**config.mk**
```make
export PLATFORM = sky130hd
export DESIGN_NAME = pi_loop_filter
export DESIGN_NICKNAME = d
export VERILOG_FILES = /design/src/rtl/pll_pkg.sv /design/src/rtl/pi_loop_filter_lock_detect.sv /design/src/rtl/pi_loop_filter.sv
export SDC_FILE = /design/constraint.sdc
export NUM_CORES = 1
export LEC_CHECK = 0
export ABC_CLOCK_PERIOD_IN_PS = 2050
export CORE_MARGIN = 4
export CORE_UTILIZATION = 45
export CTS_BUF_LIST = sky130_fd_sc_hd__clkbuf_2
export DETAILED_ROUTE_END_ITERATION = 8
export PLACE_DENSITY = 0.69
export SLEW_MARGIN = 0
export SYNTH_ARGS = -nofsm -noshare
export SYNTH_HDL_FRONTEND = slang
export SYNTH_SLANG_ARGS = --single-unit
```
**constraint.sdc**
```tcl
create_clock -name clk -period 2.05 [get_ports clk]
set_input_delay 0.205 -clock clk [delete_from_list [all_inputs] [get_ports clk]]
set_output_delay 0.205 -clock clk [all_outputs]
set_load 0.005 [all_outputs]
```
**src/rtl/pll_pkg.sv**
```systemverilog
// Shared PLL loop-filter constants: word widths, proportional gain, DCO midscale, shift and run length.
package pll_pkg;
  localparam int IW      = 20;
  localparam int OW      = 10;
  localparam int KP      = 64;
  localparam int DCO_MID = 1 << (OW - 1);
  localparam int SHIFT   = IW - OW;
  localparam int RUN_LEN = 4;
endpackage

```
**src/rtl/pi_loop_filter_lock_detect.sv**
```systemverilog
// Bang-bang lock detector: counts x toggles toward lock, and a run of equal samples drops lock.
// Advances only on en cycles; locked is registered from the next-state toggle count.
module lock_detect
  import pll_pkg::*;
#(
  parameter int LOCK_CNT = 16
) (
  input  logic clk,
  input  logic rst,
  input  logic en,
  input  logic x,
  output logic locked
);
  localparam int TW = $clog2(LOCK_CNT + 1);
  localparam int RW = $clog2(RUN_LEN + 1);
  localparam logic [TW-1:0] TMAX = TW'(LOCK_CNT);
  localparam logic [RW-1:0] RMAX = RW'(RUN_LEN);

  logic          r_prev;
  logic          r_locked;
  logic [TW-1:0] r_tcnt;
  logic [TW-1:0] w_tcnt;
  logic [RW-1:0] r_rcnt;
  logic [RW-1:0] w_rcnt;

  always_comb begin
    w_tcnt = r_tcnt;
    w_rcnt = r_rcnt;
    if (x != r_prev) begin
      w_rcnt = '0;
      if (r_tcnt != TMAX) w_tcnt = r_tcnt + 1'b1;
    end else if (r_rcnt != RMAX) begin
      w_rcnt = r_rcnt + 1'b1;
    end
    // A long run of identical decisions means the loop is slewing, not dithering.
    if (w_rcnt == RMAX) w_tcnt = '0;
  end

  always_ff @(posedge clk) begin
    if (rst) begin
      r_prev   <= 1'b0;
      r_tcnt   <= '0;
      r_rcnt   <= '0;
      r_locked <= 1'b0;
    end else if (en) begin
      r_prev   <= x;
      r_tcnt   <= w_tcnt;
      r_rcnt   <= w_rcnt;
      r_locked <= (w_tcnt == TMAX);
    end
  end

  assign locked = r_locked;
endmodule

```
**src/rtl/pi_loop_filter.sv**
```systemverilog
// PI loop filter: integral word plus +/-KP proportional step, decimated and clipped into a DCO code.
// Code lands 2 clk after the sample taken on the last decimation slot; en low freezes everything.
module pi_loop_filter #(
  parameter int IW       = pll_pkg::IW,
  parameter int OW       = pll_pkg::OW,
  parameter int KP       = pll_pkg::KP,
  parameter int DECIM    = 8,
  parameter int LOCK_CNT = 16
) (
  input  logic          clk,
  input  logic          rst,
  input  logic          en,
  input  logic          x,
  input  logic [IW-1:0] integ,
  output logic [OW-1:0] dco_code,
  output logic          dco_upd,
  output logic          sat_hi,
  output logic          sat_lo,
  output logic          locked
);
  localparam int SH = IW - OW;
  localparam int DW = (DECIM > 1) ? $clog2(DECIM) : 1;
  localparam logic signed [IW+1:0] KP_S  = (IW+2)'(KP);
  localparam logic signed [IW+1:0] MID_S = (IW+2)'(1 << (OW - 1));
  localparam logic signed [IW+1:0] MAX_S = (IW+2)'((1 << OW) - 1);
  localparam logic [OW-1:0]        MID_C = OW'(1 << (OW - 1));
  localparam logic [DW-1:0]        DLAST = DW'(DECIM - 1);

  logic signed [IW+1:0] r_sum;
  logic signed [IW+1:0] w_p;
  logic signed [IW+1:0] w_sum_nxt;
  logic signed [IW+1:0] w_code;
  logic [OW-1:0]        w_code_clip;
  logic                 w_hi;
  logic                 w_lo;
  logic [DW-1:0]        r_dcnt;
  logic                 r_pend;
  logic [OW-1:0]        r_code;
  logic                 r_upd;
  logic                 r_hi;
  logic                 r_lo;
  logic                 w_locked;

  always_comb begin
    w_p       = x ? KP_S : -KP_S;
    w_sum_nxt = $signed({{2{integ[IW-1]}}, integ}) + w_p;
    w_code    = (r_sum >>> SH) + MID_S;
    w_hi      = (w_code > MAX_S);
    w_lo      = w_code[IW+1];
    if (w_hi)      w_code_clip = '1;
    else if (w_lo) w_code_clip = '0;
    else           w_code_clip = w_code[OW-1:0];
  end

  // r_pend marks that r_sum holds the last sample of a window; the code loads on the next en cycle.
  always_ff @(posedge clk) begin
    if (rst) begin
      r_sum  <= '0;
      r_dcnt <= '0;
      r_pend <= 1'b0;
      r_code <= MID_C;
      r_upd  <= 1'b0;
      r_hi   <= 1'b0;
      r_lo   <= 1'b0;
    end else if (en) begin
      r_sum  <= w_sum_nxt;
      r_dcnt <= (r_dcnt == DLAST) ? '0 : r_dcnt + 1'b1;
      r_pend <= (r_dcnt == DLAST);
      r_upd  <= r_pend;
      if (r_pend) begin
        r_code <= w_code_clip;
        r_hi   <= w_hi;
        r_lo   <= w_lo;
      end
    end else begin
      r_upd <= 1'b0;
    end
  end

  lock_detect #(
    .LOCK_CNT(LOCK_CNT)
  ) u_lock (
    .clk    (clk),
    .rst    (rst),
    .en     (en),
    .x      (x),
    .locked (w_locked)
  );

  assign dco_code = r_code;
  assign dco_upd  = r_upd;
  assign sat_hi   = r_hi;
  assign sat_lo   = r_lo;
  assign locked   = w_locked;
endmodule
```
==> results.ini <==
[timing]
period_share=0.907
max_freq_ghz=0.538
grt_setup_unrepaired=false
clock_skew_ps=7.32
setup_tns_ps=0
slew_headroom=0.746
worst_pin_slew_ps=380
finalSetupViolCount=0
final-max-slew-violation-count=0
period_needed_ps=1860
finalHoldViolations=0

[clock_network]
cts_buffers=5
clock_sinks=39
cts_tree=built
cts-root-buf=clkbuf_2
clk_pin_slew_ps=190
cts_hold_buf=0
clkLatencyLatePin_ps=390
h-tree-depth=2
clock_path_buffers=2

[route]
viasPerCell=5.51
vias=2402
drt_iter0_drc=128
drc=0
wl_per_cell_um=13.3
firstDrtPassIters=4
routed_wl_um=5820
ant_nets=0

[final_layout]
fillCellCount=487
nets=410
stdcell_count=436
final_util=0.612
seq_area_um2=782
mostFrequentLayoutCells=buf_4 (40), dfxtp_1 (38), a21oi_1 (35), nand2_1 (33), clkdlybuf4s50_1 (30)
areaGrowthSynthToFinish_pct=30.0
multi_input_comb_area_um2=1560
mostFrequentLayoutCell=buf_4
drive_above_1_share=0.175
antenna_cells=0

[die]
rows=26
core_um2=5170
die_x_um=81.5
initial_core_util=0.470
dieArea_um2=6650
die_y_um=81.5
io_pins=38

[worst_setup_path]
criticalPathCategory=flop to flop
critPathLaunch=u_lock.r_rcnt[0]
start_kind=flop
crit_fanout=6
rrSetupSlack_ps=190
arrival_ps=2150
required_ps=2340
rr_endpoint=u_lock.r_tcnt[2]
endpoint_kind=flop
worstRegToRegCells=7
rr_startpoint=u_lock.r_rcnt[0]

[worst_hold_path]
worstHoldStart=x
hp-class=input port to flop
min_to=u_lock.r_prev
holdPathStages=4

[global_routing]
grt_pass1_wl_um=9920
antenna_found_initial=0
grt_pass1_vias=2177
grt_overflow=0
grt_max_degree=30
track_usage=0.188

[power]
ir_drop_v=0.000266
finalPower_mw=1.77
p_per_area_nw_per_um2=559
power_leakage_nw=1.31

[synthesis]
synth_cell_types=53
syn-num-nets=345
synth_cells=300
yosysSeqAreaShare=0.321
ys_ff_latch=39
synth_area_um2=2430
synth_flop_cell=dfxtp_1
synth_warnings=0
avgSynthCellArea_um2=8.11
synth_edf_count=0
ys_async_sr_fraction=0

[placed_design]
place_congestion=0.850
io_buffers=31
dp.cells=427
dpl.hpwl_um=4540

[status]
outcome=finished clean

[run]
maxCapViolations=0

==> synthesized netlist by cell type, types with 5 or more instances <==
master / number / area, um2
clkbuf_1: 7 / 26.3
a21o_1: 5 / 37.5
a31oi_1: 5 / 31.3
nor3_1: 10 / 50.1
o31ai_1: 11 / 82.6
dfxtp_1: 39 / 781
a21oi_1: 36 / 180
nor2_1: 17 / 63.8
o21ai_0: 13 / 65.1
nand4_1: 5 / 31.3
ha_1: 21 / 263
nand2_1: 33 / 124
nand3_1: 11 / 55.1
inv_1: 14 / 52.6
mux2i_1: 6 / 60.1
==> power breakdown <==
part	leakage, nW	internal, mW	total (mW)	switching (mW)
clock	0.0404	0.201	0.457	0.257
combinational	0.951	0.233	0.476	0.244
sequential	0.318	0.795	0.833	0.0390
==> logic make-up after synthesis <==
| kind of cell | Yosys count | share of synthesized area |
|---|---|---|
| and+or+nand+nor | 100 | 0.208 |
| muxes | 6 | 0.0247 |
| AOI/OAI and AO/OA | 98 | 0.265 |
| adders and majority gates | 21 | 0.108 |
| DFF | 39 | 0.321 |
| buffers and inverters | 29 | 0.0483 |
| xor gates and xnor gates | 7 | 0.0252 |
==> per-stage QoR <==
| stage | setup slack, ps | hold slack, ps | cell area [um2] |
|---|---|---|---|
| finish | 190 | 336 | 3160 |
| global route | 19.0 | 314 | 3160 |
| CTS | 98.4 | 466 | 3150 |
| detailed placement | -540 | 442 | 3070 |
| global placement | -458 | 438 | 3070 |
| floorplan | 230 | 352 | 2430 |
==> flip-flops by register name, summed over array words and instances, names as in the netlist, 3 cells and up <==
name	cells
dco_code	10
r_dcnt	3
r_sum	12
u_lock.r_rcnt	3
u_lock.r_tcnt	5
==> how the worst max path moves through the flow <==
stage                                  end  slack, ps
after CTS                        r_sum[20]        100
after floorplan                  r_sum[17]        230
final                     u_lock.r_tcnt[2]        190
after global routing      u_lock.r_tcnt[2]         20
after global placement           r_sum[19]       -460
after detailed placement         r_sum[19]       -540
==> layer usage <==
metal	vias to the layer above	track usage	share of wire
li1	1240	-	-
met1	1114	0.243	0.49
met2	42	0.316	0.46
met3	6	0.0340	0.036
met4	0	0.0591	0.013
met5	-	0	0
==> worst max-delay path, stage by stage (launching register included) <==
cell and delay [ps]:
dfxtp_2 410, inv_1 70, ha_1 230, or3b_1 370, a31oi_1 210, nand3_1 210, a21oi_1 190, o32ai_1 80
==> timing repair <==
action                                  CTS  global route
setup buffers                             0             0
endpoints found under the hold margin     0             0
endpoints found under the setup margin    4             7
gates cloned                              1             0
resized for setup                         4             6
==> area by class of cell <==
cell class | instances | area share
Multi-Input combinational cell | 232 | 0.492
Sequential cell | 39 | 0.247
Timing Repair Buffer | 71 | 0.191
Tap cell | 70 | 0.0277
Inverter | 15 | 0.0190
Clock inverter | 3 | 0.0123
Clock buffer | 5 | 0.00791
Timing Repair inverter | 1 | 0.00237
Power figures use the tool's default switching activity.
